`src/rtl/rtc_pkg.sv`:
```
// Shared types and constants for the RTC read sequencer: FSM encoding,
// default RTC register addresses, register index constants and a BCD helper.
package rtc_pkg;

  typedef enum logic [2:0] {
    ST_IDLE,
    ST_ADDR,
    ST_GAP1,
    ST_DATA,
    ST_GAP2,
    ST_COMMIT
  } state_t;

  localparam int NUM_REGS = 6;

  // Register indices, in the order they are read from the RTC
  localparam int SEG  = 0;
  localparam int MIN  = 1;
  localparam int HORA = 2;
  localparam int DIA  = 3;
  localparam int MES  = 4;
  localparam int ANO  = 5;

  typedef logic [2:0] idx_t;

  localparam logic [7:0] ADDR_SEG_DFLT  = 8'h21;
  localparam logic [7:0] ADDR_MIN_DFLT  = 8'h22;
  localparam logic [7:0] ADDR_HORA_DFLT = 8'h23;
  localparam logic [7:0] ADDR_DIA_DFLT  = 8'h24;
  localparam logic [7:0] ADDR_MES_DFLT  = 8'h25;
  localparam logic [7:0] ADDR_ANO_DFLT  = 8'h26;

  function automatic logic is_bcd(input logic [7:0] value);
    return (value[7:4] <= 4'd9) && (value[3:0] <= 4'd9);
  endfunction

endpackage

```
`src/rtl/rtc_phase_timer.sv`:
```
// Bus phase timer: loadable down-counter whose last flag marks the final
// clock of every PHASE_CYCLES-long bus phase.
module rtc_phase_timer #(
  parameter int PHASE_CYCLES = 4
) (
  input  logic clk,
  input  logic rst,
  input  logic load,
  output logic last
);

  localparam int CW = (PHASE_CYCLES > 1) ? $clog2(PHASE_CYCLES) : 1;
  localparam logic [CW-1:0] LOAD_VAL = CW'(PHASE_CYCLES - 1);

  logic [CW-1:0] count;

  // NOTE: sequential state uses non-blocking assignments so every register
  // samples pre-edge values, independent of block ordering.
  always_ff @(posedge clk) begin
    if (rst) begin
      count <= LOAD_VAL;
    end else if (load) begin
      count <= LOAD_VAL;
    end else if (count != '0) begin
      count <= count - 1'b1;
    end
  end

  assign last = (count == '0);

endmodule

```
`src/rtl/rtc_read_sequencer.sv`:
```
// Periodic RTC burst reader: fetches seconds..year over the multiplexed AD
// bus into shadows and commits them atomically. Option macro: RTC_BCD_CHECK_EN.
module rtc_read_sequencer
  import rtc_pkg::*;
#(
  parameter int         PHASE_CYCLES   = 4,
  parameter int         REFRESH_CYCLES = 1000000,
  parameter logic [7:0] ADDR_SEG       = ADDR_SEG_DFLT,
  parameter logic [7:0] ADDR_MIN       = ADDR_MIN_DFLT,
  parameter logic [7:0] ADDR_HORA      = ADDR_HORA_DFLT,
  parameter logic [7:0] ADDR_DIA       = ADDR_DIA_DFLT,
  parameter logic [7:0] ADDR_MES       = ADDR_MES_DFLT,
  parameter logic [7:0] ADDR_ANO       = ADDR_ANO_DFLT
) (
  input  logic       clk,
  input  logic       rst,
  input  logic       start,
  input  logic [7:0] ad_in,
  output logic [7:0] ad_out,
  output logic       ad_oe,
  output logic       cs_n,
  output logic       rd_n,
  output logic       wr_n,
  output logic       a_d,
  output logic [7:0] fechas,
  output logic [7:0] fechamin,
  output logic [7:0] fechah,
  output logic [7:0] fechad,
  output logic [7:0] fecham,
  output logic [7:0] fechaa,
  output logic       busy,
  output logic       done,
  output logic       err
);

  localparam int RCW = (REFRESH_CYCLES > 2) ? $clog2(REFRESH_CYCLES) : 1;
  localparam logic [RCW-1:0] REFRESH_LAST = RCW'(REFRESH_CYCLES - 1);

  state_t     state, state_nx;
  idx_t       idx;
  logic [RCW-1:0] refresh_cnt;
  logic       tick, trigger;
  logic       phase_last, timer_load;
  logic       capture, commit_ok;
  logic [7:0] addr_sel;
  logic [7:0] shadow [NUM_REGS];
  logic [7:0] fecha  [NUM_REGS];

  assign tick    = (refresh_cnt == REFRESH_LAST);
  assign trigger = start | tick;
  assign capture = (state == ST_DATA) && phase_last;

  always_ff @(posedge clk) begin
    if (rst || tick) begin
      refresh_cnt <= '0;
    end else begin
      refresh_cnt <= refresh_cnt + 1'b1;
    end
  end

  // Held loaded while idle so the first phase starts with a full count
  assign timer_load = (state == ST_IDLE) | phase_last;

  rtc_phase_timer #(.PHASE_CYCLES(PHASE_CYCLES)) u_phase_timer (
    .clk  (clk),
    .rst  (rst),
    .load (timer_load),
    .last (phase_last)
  );

  always_ff @(posedge clk) begin
    if (rst) begin
      state <= ST_IDLE;
    end else begin
      state <= state_nx;
    end
  end

  // NOTE: every signal assigned in always_comb gets a default first, so no
  // path through the case can leave it unassigned and infer a latch.
  always_comb begin
    state_nx = state;
    unique case (state)
      ST_IDLE:   if (trigger)    state_nx = ST_ADDR;
      ST_ADDR:   if (phase_last) state_nx = ST_GAP1;
      ST_GAP1:   if (phase_last) state_nx = ST_DATA;
      ST_DATA:   if (phase_last) state_nx = ST_GAP2;
      ST_GAP2:   if (phase_last) state_nx = (idx == idx_t'(ANO)) ? ST_COMMIT : ST_ADDR;
      ST_COMMIT: state_nx = ST_IDLE;
      default:   state_nx = ST_IDLE;
    endcase
  end

  always_comb begin
    addr_sel = 8'h00;
    case (idx)
      idx_t'(SEG):  addr_sel = ADDR_SEG;
      idx_t'(MIN):  addr_sel = ADDR_MIN;
      idx_t'(HORA): addr_sel = ADDR_HORA;
      idx_t'(DIA):  addr_sel = ADDR_DIA;
      idx_t'(MES):  addr_sel = ADDR_MES;
      idx_t'(ANO):  addr_sel = ADDR_ANO;
      default:      addr_sel = 8'h00;
    endcase
  end

  // Bus pins decode straight from state, so leaving ADDR or reset frees the bus at that edge
  always_comb begin
    cs_n   = 1'b1;
    rd_n   = 1'b1;
    wr_n   = 1'b1;
    a_d    = 1'b0;
    ad_oe  = 1'b0;
    ad_out = 8'h00;
    case (state)
      ST_ADDR: begin
        cs_n   = 1'b0;
        wr_n   = 1'b0;
        ad_oe  = 1'b1;
        ad_out = addr_sel;
      end
      ST_DATA: begin
        cs_n = 1'b0;
        rd_n = 1'b0;
        a_d  = 1'b1;
      end
      default: ;
    endcase
  end

  assign busy = (state != ST_IDLE);

  always_ff @(posedge clk) begin
    if (rst) begin
      idx <= '0;
    end else if (state == ST_COMMIT) begin
      idx <= '0;
    end else if (state == ST_GAP2 && phase_last && idx != idx_t'(ANO)) begin
      idx <= idx + 1'b1;
    end
  end

  // NOTE: the shadow file has no reset; each burst rewrites all six entries
  // before COMMIT can copy them, so stale contents are never observed.
  always_ff @(posedge clk) begin
    if (capture) begin
      shadow[idx] <= ad_in;
    end
  end

`ifdef RTC_BCD_CHECK_EN
  logic burst_bad;

  always_ff @(posedge clk) begin
    if (rst) begin
      burst_bad <= 1'b0;
      err       <= 1'b0;
    end else begin
      if (state == ST_IDLE && trigger) begin
        burst_bad <= 1'b0;
      end else if (capture && !is_bcd(ad_in)) begin
        burst_bad <= 1'b1;
      end
      if (state == ST_COMMIT && burst_bad) begin
        err <= 1'b1;
      end
    end
  end

  assign commit_ok = !burst_bad;
`else
  assign commit_ok = 1'b1;
  assign err       = 1'b0;
`endif

  always_ff @(posedge clk) begin
    if (rst) begin
      done <= 1'b0;
      for (int i = 0; i < NUM_REGS; i++) begin
        fecha[i] <= 8'h00;
      end
    end else begin
      done <= (state == ST_COMMIT);
      if (state == ST_COMMIT && commit_ok) begin
        for (int i = 0; i < NUM_REGS; i++) begin
          fecha[i] <= shadow[i];
        end
      end
    end
  end

  assign fechas   = fecha[SEG];
  assign fechamin = fecha[MIN];
  assign fechah   = fecha[HORA];
  assign fechad   = fecha[DIA];
  assign fecham   = fecha[MES];
  assign fechaa   = fecha[ANO];

endmodule

```
`config.mk`:
```
export PLATFORM = sky130hd
export DESIGN_NAME = rtc_read_sequencer
export DESIGN_NICKNAME = d
export VERILOG_FILES = /design/src/rtl/rtc_pkg.sv /design/src/rtl/rtc_phase_timer.sv /design/src/rtl/rtc_read_sequencer.sv
export SDC_FILE = /design/constraint.sdc
export NUM_CORES = 1
export LEC_CHECK = 0
export ABC_AREA = 1
export CAP_MARGIN = 25
export CORE_ASPECT_RATIO = 0.6
export CORE_MARGIN = 4
export CORE_UTILIZATION = 40
export DETAILED_ROUTE_END_ITERATION = 16
export REMOVE_ABC_BUFFERS = 1
export SYNTH_ARGS = -nofsm -noshare
export SYNTH_HDL_FRONTEND = slang
export SYNTH_SLANG_ARGS = --single-unit
```
`constraint.sdc`:
```
create_clock -name clk -period 3.52 [get_ports clk]
set_input_delay 0.352 -clock clk [delete_from_list [all_inputs] [get_ports clk]]
set_output_delay 0.352 -clock clk [all_outputs]
set_load 0.03 [all_outputs]
```
==> PnR_summary.wiki, run 1 <==
{| class="wikitable"
! Metric !! Value
|-
| Status || finished clean
|-
| Sum of negative setup slack || 0 ns
|-
| Buffers and inverters on the worst path || 2
|-
| Number of sinks driven by the clock tree || 125
|-
| Share of synthesized area occupied by flip-flops and latches || 0.697
|-
| Number of failing setup endpoints in the final timing report || 0
|-
| Overflow after GRT || 0
|-
| Clock Skew || 0.00612 ns
|-
| Max H-tree Level || 4
|-
| Mean Syn Cell Area || 11.2 sq um
|-
| Logic depth of the worst register-to-register path || 4
|-
| CTS tree || yes
|-
| Number of inserted diodes || 0
|-
| Setup Crit Path Kind || flip-flop to primary output
|-
| Number of routed nets with antenna violations || 0
|-
| Power density over the cells || 564 mW/mm^2
|-
| Detailed-routing wirelength on met1 || 4740 microns
|-
| Placeable Area || 0.0121 sq mm
|-
| Depth of the worst hold-timing path || 1
|-
| Cell area after synthesis || 0.00497 sq mm
|-
| Post-CTS Hold Buffers || 0
|-
| Slew Viols, Final || 0
|-
| Syn. warnings || 0
|-
| CP Data Arrival Time || 2.12 ns
|-
| Global-route usage over all layers || 0.135
|-
| Element type at the critical path end || primary output
|-
| Relative area change from synthesis to final layout || 31.6%
|-
| DR DRC count || 0
|-
| Hold Vio Cnt, Final || 0
|-
| Starting density of the core || 0.410
|-
| Worst relative slew slack || 0.434
|-
| RSZ-0062 raised after global routing || no
|-
| Deepest clock path buffer count || 2
|-
| Die X || 152 microns
|-
| Slew @ Worst Pin || 0.844 ns
|-
| Number of fill cells || 1036
|-
| Slowest stage cell, crit path || sky130_fd_sc_hd__clkdlybuf4s50_1
|-
| Vias per Instance || 4.43
|-
| Number of nets in the layout || 550
|-
| Endpoint of the worst-slack reg-to-reg timing path || shadow[0][3]
|-
| Min-delay worst type || flip-flop to flip-flop
|-
| Clock latency reported for the late side of the worst-skew pair || 0.41 ns
|-
| Synth Flop Type || sky130_fd_sc_hd__edfxtp_1
|-
| Post-route non-filler standard cell count || 710
|-
| Post-route fraction of the period consumed by the critical path || 0.702
|-
| Post-route cell area || 0.00653 sq mm
|-
| Overall routed net length || 9470 microns
|-
| Instance count of the mapped netlist || 444
|-
| DRT iter0 DRCs || 188
|-
| Source of the worst hold timing path || u_phase_timer.count[0]
|-
| Length of the first detailed-routing pass in iterations || 5
|-
| Detailed-routed wire length on met3 || 558 microns
|-
| Top Layer Used || met4
|-
| Root cell of the clock tree || sky130_fd_sc_hd__clkbuf_16
|-
| Startpoint of the lowest-slack register-to-register path || state[1]
|-
| Ordered cell list for the critical path || inv_1 > ha_1 > a21oi_1 > nor2_1 > clkdlybuf4s50_1
|-
| Maximum clock rate || 405 MHz
|-
| Cell Rows || 31
|-
| Kind of cell adding the most delay to the critical path || buffers and inverters
|-
| Die outline height || 94.3 microns
|-
| Highest fanout seen on the critical path || 7
|-
| Worst endpoint required time || 3.17 ns
|-
| Max-Cap Viols || 0
|-
| Asr flop ratio synth || 0
|-
| Routed wire per std cell || 13.3 microns
|-
| Share of post-route cells with drive strength above 1 || 0.138
|-
| Flops & latches, synth || 125
|-
| Distinct cell type count after synthesis || 32
|-
| Max rail drop VDD || 0.000327 V
|-
| Global-route wire length before repair || 14800 microns
|-
| Vias in the first global route || 2927
|-
| Worst-case register-to-register setup slack || 1.56 ns
|-
| Final critical delay including setup and external delays || 2.47 ns
|-
| I/O Pins || 75
|-
| Final weighted congestion of routability-driven global placement || 0.849
|-
| Initial antenna violation count || 0
|-
| Setup slack after placement || 1.29 ns
|-
| Number of enable-type register cells in the synthesized netlist || 96
|-
| Number of clock buffers inserted by TritonCTS || 17
|-
| Number of setup buffers added after CTS || 0
|-
| Count of input and output buffers || 69
|-
| Most frequent standard cell in the layout excluding fill and tap cells || sky130_fd_sc_hd__edfxtp_1
|-
| Sort of element at the start of the critical path || flip-flop
|-
| Leakage power of the design || 2.63 nW
|-
| Worst Hold End || u_phase_timer.count[0]
|-
| Largest stage delay, worst path || 0.59 ns
|-
| Via count of the routed design || 3145
|-
| Pin count of the biggest net entering global routing || 50
|-
| Total Die Area || 0.0143 sq mm
|-
| HPWL after detailed placement || 6260 microns
|-
| Number of instances resized during post-cts repair || 0
|-
| DP Cell Count || 675
|-
| Top library cells by usage in the layout, fill and taps aside || 96 x sky130_fd_sc_hd__edfxtp_1, 78 x sky130_fd_sc_hd__nor2_1, 76 x sky130_fd_sc_hd__inv_1
|-
| Final worst setup slack || 1.05 ns
|-
| Post-placement cell area || 0.00584 sq mm
|-
| CTS clock-pin slew for the worst setup and hold paths || 0.06 ns
|-
| Met2 WL post-DR || 4100 microns
|}
==> metrics by stage <==
stage / hold WS (ns) / total power (W) / utilization
floorplan: 0.365 / 0.00175 / -
finish: 0.388 / 0.00369 / 0.540
CTS: 0.391 / 0.00372 / 0.536
global route: 0.420 / 0.00381 / 0.540
global placement: 0.373 / 0.00183 / 0.482
detailed placement: 0.376 / 0.00183 / 0.482
==> worst max-delay path by stage <==
stage | cells after the start | start | endpoint
after floorplan | 4 | state[1] | shadow[0][0]
after global routing | 6 | state[2] | ad_out[1]
after global placement | 3 | rst | fecha[5][0]
final | 5 | idx[0] | ad_out[0]
after CTS | 5 | idx[0] | ad_out[1]
after detailed placement | 4 | rst | fecha[4][1]
==> cells in the mapped netlist (5+ instances only) <==
master                     number  area share
sky130_fd_sc_hd__edfxtp_1      96        0.58
sky130_fd_sc_hd__nor2_1        78       0.059
sky130_fd_sc_hd__inv_1         77       0.058
sky130_fd_sc_hd__nand2_1       59       0.045
sky130_fd_sc_hd__dfxtp_1       29        0.12
sky130_fd_sc_hd__a21oi_1       14       0.014
sky130_fd_sc_hd__nor2_2        11       0.014
sky130_fd_sc_hd__nor3_1        10       0.010
sky130_fd_sc_hd__nand3_1        9      0.0091
sky130_fd_sc_hd__ha_1           7       0.018
sky130_fd_sc_hd__inv_2          7      0.0053
sky130_fd_sc_hd__buf_4          5      0.0076
==> area by class of cell <==
type | instances | area, sq um | share of cell area
tap | 165 | 206 | 0.0316
inverter | 85 | 320 | 0.0490
clock inverter | 14 | 205 | 0.0314
clock buffer | 18 | 439 | 0.0672
sequential | 125 | 3460 | 0.530
timing repair buffer | 76 | 772 | 0.118
multi-input combinational | 227 | 1130 | 0.173
==> report_power, final <==
group | leakage [nW] | switching [W] | internal [W]
sequential | 1.16 | 0.0000116 | 0.00161
clock | 0.314 | 0.000662 | 0.00122
combinational | 1.15 | 0.000117 | 0.0000662
total | 2.63 | 0.000791 | 0.00290
==> cells by family after synthesis <==
| family | Yosys count | share of synthesized area |
|---|---|---|
| AO/OA/AOI/OAI | 24 | 0.0262 |
| XOR/XNOR | 4 | 0.00706 |
| adder cells (fa/ha/maj) | 7 | 0.0176 |
| buffers and inverters | 96 | 0.0811 |
| flip-flops | 125 | 0.697 |
| other | 1 | 0.000755 |
| AND/OR/NAND/NOR | 187 | 0.170 |
==> routing by layer <==
metal | up-vias | track usage
met1 | 1442 | 0.186
met4 | 0 | 0.0494
met5 | - | 0
met3 | 6 | 0.0502
met2 | 97 | 0.196
li1 | 1600 | -
==> worst register-to-register path: cells and delay by family (launching register included) <==
kind | cells | cell delay [ns]
buffers and inverters | 1 | 0.12
flip-flops | 1 | 0.44
AND/OR/NAND/NOR | 3 | 1.02
==> registers in the layout, summed over array words and instances (netlist names) <==
register and count:
fecha 48, shadow 48, refresh_cnt 20, state 3, done 1, u_phase_timer.count 2
idx 3
No activity file was read; power rests on OpenSTA's default activity.
==> inputs of run 2 (changes only) <==
==> constraint.sdc (replaced) <==
create_clock -name clk -period 2.4 [get_ports clk]
set_input_delay 0.24 -clock clk [delete_from_list [all_inputs] [get_ports clk]]
set_output_delay 0.24 -clock clk [all_outputs]
set_load 0.03 [all_outputs]
==> PnR_summary.wiki, run 2 (synthesis gave the netlist of run 1 again) <==
{| class="wikitable"
! Metric !! Value
|-
| Starting density of the core || 0.410
|-
| Met2 WL post-DR || 4200 microns
|-
| Status || finished clean
|-
| I/O Pins || 75
|-
| HPWL after detailed placement || 6360 microns
|-
| CP Data Arrival Time || 1.86 ns
|-
| Max-Cap Viols || 0
|-
| Clock latency reported for the late side of the worst-skew pair || 0.41 ns
|-
| Sum of negative setup slack || 0 ns
|-
| Slew Viols, Final || 0
|-
| CTS clock-pin slew for the worst setup and hold paths || 0.06 ns
|-
| Deepest clock path buffer count || 2
|-
| RSZ-0062 raised after global routing || no
|-
| Die X || 152 microns
|-
| Relative area change from synthesis to final layout || 31.5%
|-
| Element type at the critical path end || primary output
|-
| Root cell of the clock tree || sky130_fd_sc_hd__clkbuf_16
|-
| Detailed-routing wirelength on met1 || 4650 microns
|-
| DR DRC count || 0
|-
| Vias per Instance || 4.42
|-
| Highest fanout seen on the critical path || 7
|-
| Initial antenna violation count || 0
|-
| Routed wire per std cell || 13.3 microns
|-
| Global-route wire length before repair || 15400 microns
|-
| Pin count of the biggest net entering global routing || 50
|-
| Logic gate share of total power || 0.051
|-
| Number of failing setup endpoints in the final timing report || 0
|-
| Max rail drop VDD || 0.000584 V
|-
| DRT iter0 DRCs || 239
|-
| Top Layer Used || met4
|-
| Total net switching power || 0.00115 W
|-
| Endpoint of the worst-slack reg-to-reg timing path || refresh_cnt[13]
|-
| Startpoint of the lowest-slack register-to-register path || refresh_cnt[0]
|-
| Clock Skew || 0.00906 ns
|-
| Top library cells by usage in the layout, fill and taps aside || 96 x sky130_fd_sc_hd__edfxtp_1, 78 x sky130_fd_sc_hd__nor2_1, 76 x sky130_fd_sc_hd__inv_1
|-
| DP Cell Count || 680
|-
| Max H-tree Level || 4
|-
| Most frequent standard cell in the layout excluding fill and tap cells || sky130_fd_sc_hd__edfxtp_1
|-
| Length of the first detailed-routing pass in iterations || 4
|-
| Post-route fraction of the period consumed by the critical path || 0.875
|-
| Final weighted congestion of routability-driven global placement || 0.893
|-
| Number of nets in the layout || 552
|-
| Worst Hold End || u_phase_timer.count[0]
|-
| Internal power contribution || 0.00414 W
|-
| Maximum clock rate || 476 MHz
|-
| Source of the worst hold timing path || u_phase_timer.count[0]
|-
| Setup Crit Path Kind || flip-flop to primary output
|-
| Depth of the worst hold-timing path || 1
|-
| Share of post-route cells with drive strength above 1 || 0.141
|-
| Portion of total power attributed to the clock network || 0.500
|-
| Min-delay worst type || flip-flop to flip-flop
|-
| Post-route non-filler standard cell count || 712
|-
| Placeable Area || 0.0121 sq mm
|-
| Register share of total power || 0.449
|-
| Cell Rows || 31
|-
| Largest regs || fecha x48, shadow x48, refresh_cnt x20
|-
| Switching share of power || 0.218
|-
| CTS tree || yes
|-
| Final worst setup slack || 0.300 ns
|-
| Overflow after GRT || 0
|-
| Vias in the first global route || 2985
|-
| Number of inserted diodes || 0
|-
| Worst-case register-to-register setup slack || 0.62 ns
|-
| Final critical delay including setup and external delays || 2.10 ns
|-
| Post-Route Hold Slack || 0.388 ns
|-
| Power density over the cells || 810 mW/mm^2
|-
| Die outline height || 94.3 microns
|-
| Worst endpoint required time || 2.16 ns
|-
| Via count of the routed design || 3145
|-
| Leakage power of the design || 2.68 nW
|-
| Global-route usage over all layers || 0.140
|-
| Total Die Area || 0.0143 sq mm
|-
| Overall routed net length || 9500 microns
|-
| Number of routed nets with antenna violations || 0
|-
| Detailed-routed wire length on met3 || 549 microns
|-
| Logic depth of the worst register-to-register path || 8
|-
| Hold Vio Cnt, Final || 0
|-
| Setup slack after placement || 0.501 ns
|-
| Sort of element at the start of the critical path || flip-flop
|-
| Count of input and output buffers || 69
|-
| Number of fill cells || 1035
|-
| Number of sinks driven by the clock tree || 125
|-
| Pwr Total || 0.00529 W
|-
| Number of clock buffers inserted by TritonCTS || 17
|}
run 2: critical path, stage by stage (launching register included):
cell	delay, ns
sky130_fd_sc_hd__dfxtp_1	0.34
sky130_fd_sc_hd__inv_2	0.12
sky130_fd_sc_hd__nand2_1	0.08
sky130_fd_sc_hd__nor2_1	0.19
sky130_fd_sc_hd__clkdlybuf4s50_1	0.72
run 2: area by class of cell:
type                       instances  area (sq um)  share of cell area
clock inverter                    14           183              0.0280
multi-input combinational        227          1130               0.173
sequential                       125          3460               0.530
clock buffer                      18           439              0.0672
timing repair buffer              78           793               0.121
tap                              165           206              0.0316
inverter                          85           320              0.0490
run 2: stage by stage:
step                 util  area, sq um
floorplan               -         4900
global placement    0.488         5900
detailed placement  0.488         5900
CTS                 0.539         6520
global route        0.540         6530
finish              0.540         6530
run 2: metal layers:
layer | vias to the layer above | track usage
met3 | 8 | 0.0460
met4 | 0 | 0.0561
met1 | 1442 | 0.194
met5 | - | 0
li1 | 1604 | -
met2 | 91 | 0.205
run 2: worst max-delay path by stage:
stage / startpoint / end
2_1_floorplan: state[1] / shadow[0][0]
5_1_grt: state[2] / ad_oe
3_5_place_dp: idx[0] / ad_out[0]
3_3_place_gp: idx[0] / ad_out[0]
4_1_cts: idx[0] / ad_out[0]
6_report: state[2] / ad_oe
run 2: repair_timing:
action / CTS / global route
endpoints found under the hold margin: 0 / 0
endpoints found under the setup margin: 0 / 4
resized for setup: 0 / 4
buffers inserted: 0 / 0
hold buffers: 0 / 0
run 2: power groups by stage:
stage	sequential [W]	combinational [W]	clock [W]
floorplan	0.00248	0.0000828	0
global placement	0.00242	0.000266	0
detailed placement	0.00242	0.000270	0
CTS	0.00238	0.000271	0.00270
global route	0.00238	0.000284	0.00281
finish	0.00238	0.000267	0.00265
==> edit (settings of run 1) <==
The 6 states of `state_t` get a one-hot encoding in 6 bits.
--- a/src/rtl/rtc_pkg.sv
+++ b/src/rtl/rtc_pkg.sv
@@ -3,11 +3,11 @@
 package rtc_pkg;
 
-  typedef enum logic [2:0] {
-    ST_IDLE,
-    ST_ADDR,
-    ST_GAP1,
-    ST_DATA,
-    ST_GAP2,
-    ST_COMMIT
+  typedef enum logic [5:0] {
+    ST_IDLE   = 6'b000001,
+    ST_ADDR   = 6'b000010,
+    ST_GAP1   = 6'b000100,
+    ST_DATA   = 6'b001000,
+    ST_GAP2   = 6'b010000,
+    ST_COMMIT = 6'b100000
   } state_t;
 
Behaviour: same outputs for any inputs over 10 cycles, from zero or initial values and one cycle with rst high; not proved beyond that.
==> edit against run 1 <==
  * Routed wire length up 8.1%
  * Worst setup slack worse by 0.12 ns
  * Worst hold slack worse by 0.0023 ns
  * Via count up 7.8%
  * Non-clock buffer count down 3
  * Cell area about the same
  * Critical endpoint is now ad_out[5]
  * Sequential cell count up 3
  * Area after synthesis up 2.8%
  * Largest cell class unchanged
  * First-iteration DRC count up 65%
Power is not compared: it rests on default switching activity, and its combinational part moved more than twofold at a synthesized area within 25%.
==> edit: results (changes against run 1) <==
* Syn_area_per_cell at 11.0 µm² (was 11.2 µm²)
* FF-to-FF setup slack at 1.18 ns (was 1.56 ns)
* Synth cell count leaders: 96 x edfxtp_1, 89 x nor2_1, 84 x inv_1 (was 96 x edfxtp_1, 78 x nor2_1, 77 x inv_1)
* Met2 Use GR at 20.4% (was 19.6%)
* Top achievable clock speed at 386 MHz (was 405 MHz)
* Filler Cells Inserted at 1084 (was 1036)
* Met2 wire len at 4.39 mm (was 4.10 mm)
* Nets@finish at 567 (was 550)
* Non-CTS buffers at 73 (was 76)
* Met3 Use GR at 5.03% (was 5.02%)
* Met1 Track Usage GR at 19.9% (was 18.6%)
* Crit path to: ad_out[5] (was ad_out[0])
* R2R Path End: shadow[4][6] (was shadow[0][3])
* Clk cell area share at 8.58% (was 9.86%)
* GP Congestion at 0.908 (was 0.849)
* Register-to-Register Path Depth at 6 (was 4)
* Pre-CTS WS at 1.05 ns (was 1.29 ns)
* Unique masters post-synth at 29 (was 32)
* Critical path arrival at 2.24 ns (was 2.12 ns)
* Worst-case clock skew at 0.0104 ns (was 0.00612 ns)
* Area of the multi-input gates at 1200 µm² (was 1130 µm²)
* FF/Latch Area at 3520 µm² (was 3460 µm²)
* Register area share after synthesis at 69.0% (was 69.7%)
* Starting DRT DRC Count at 311 (was 188)
* First-pass GRT wire length at 15.9 mm (was 14.8 mm)
* Via count at 3390 (was 3145)
* FF-to-FF Start: state[3] (was state[1])
* Status: finished clean (unchanged)
* Fraction of layout cells with a size suffix above 1 at 8.56% (was 13.8%)
* Routed wire per std cell at 14.1 µm (was 13.3 µm)
* CTS Sinks at 128 (was 125)
* Synth Instances at 466 (was 444)
* Post-DP Area at 5970 µm² (was 5840 µm²)
==> edit: cell count changes after synthesis, sizes merged, moves of 2 or more <==
| cell | before | now |
|---|---|---|
| nor2 | 91 | 93 |
| buf | 8 | 10 |
| a31oi | 2 | 0 |
| nand3b | 0 | 2 |
| nand3 | 11 | 17 |
| nor3b | 2 | 0 |
| xor2 | 2 | 7 |
| dfxtp | 29 | 32 |
| a21oi | 14 | 21 |
| o21ai | 5 | 3 |
| nand2 | 64 | 55 |
| nand4 | 4 | 15 |
==> edit: cell families (layout without fill, tap and decap cells) <==
kind of cell             Yosys count  in the layout  share of synthesized area, %
flip-flops                       128            128                          69.0
adder cells (fa/ha/maj)            7              7                          1.72
buffers and inverters             98            189                          7.99
AO/OA/AOI/OAI                     26             26                          2.75
XOR/XNOR                           8              8                          1.37
other                              1              5                        0.0735
AND/OR/NAND/NOR                  198            198                          17.1
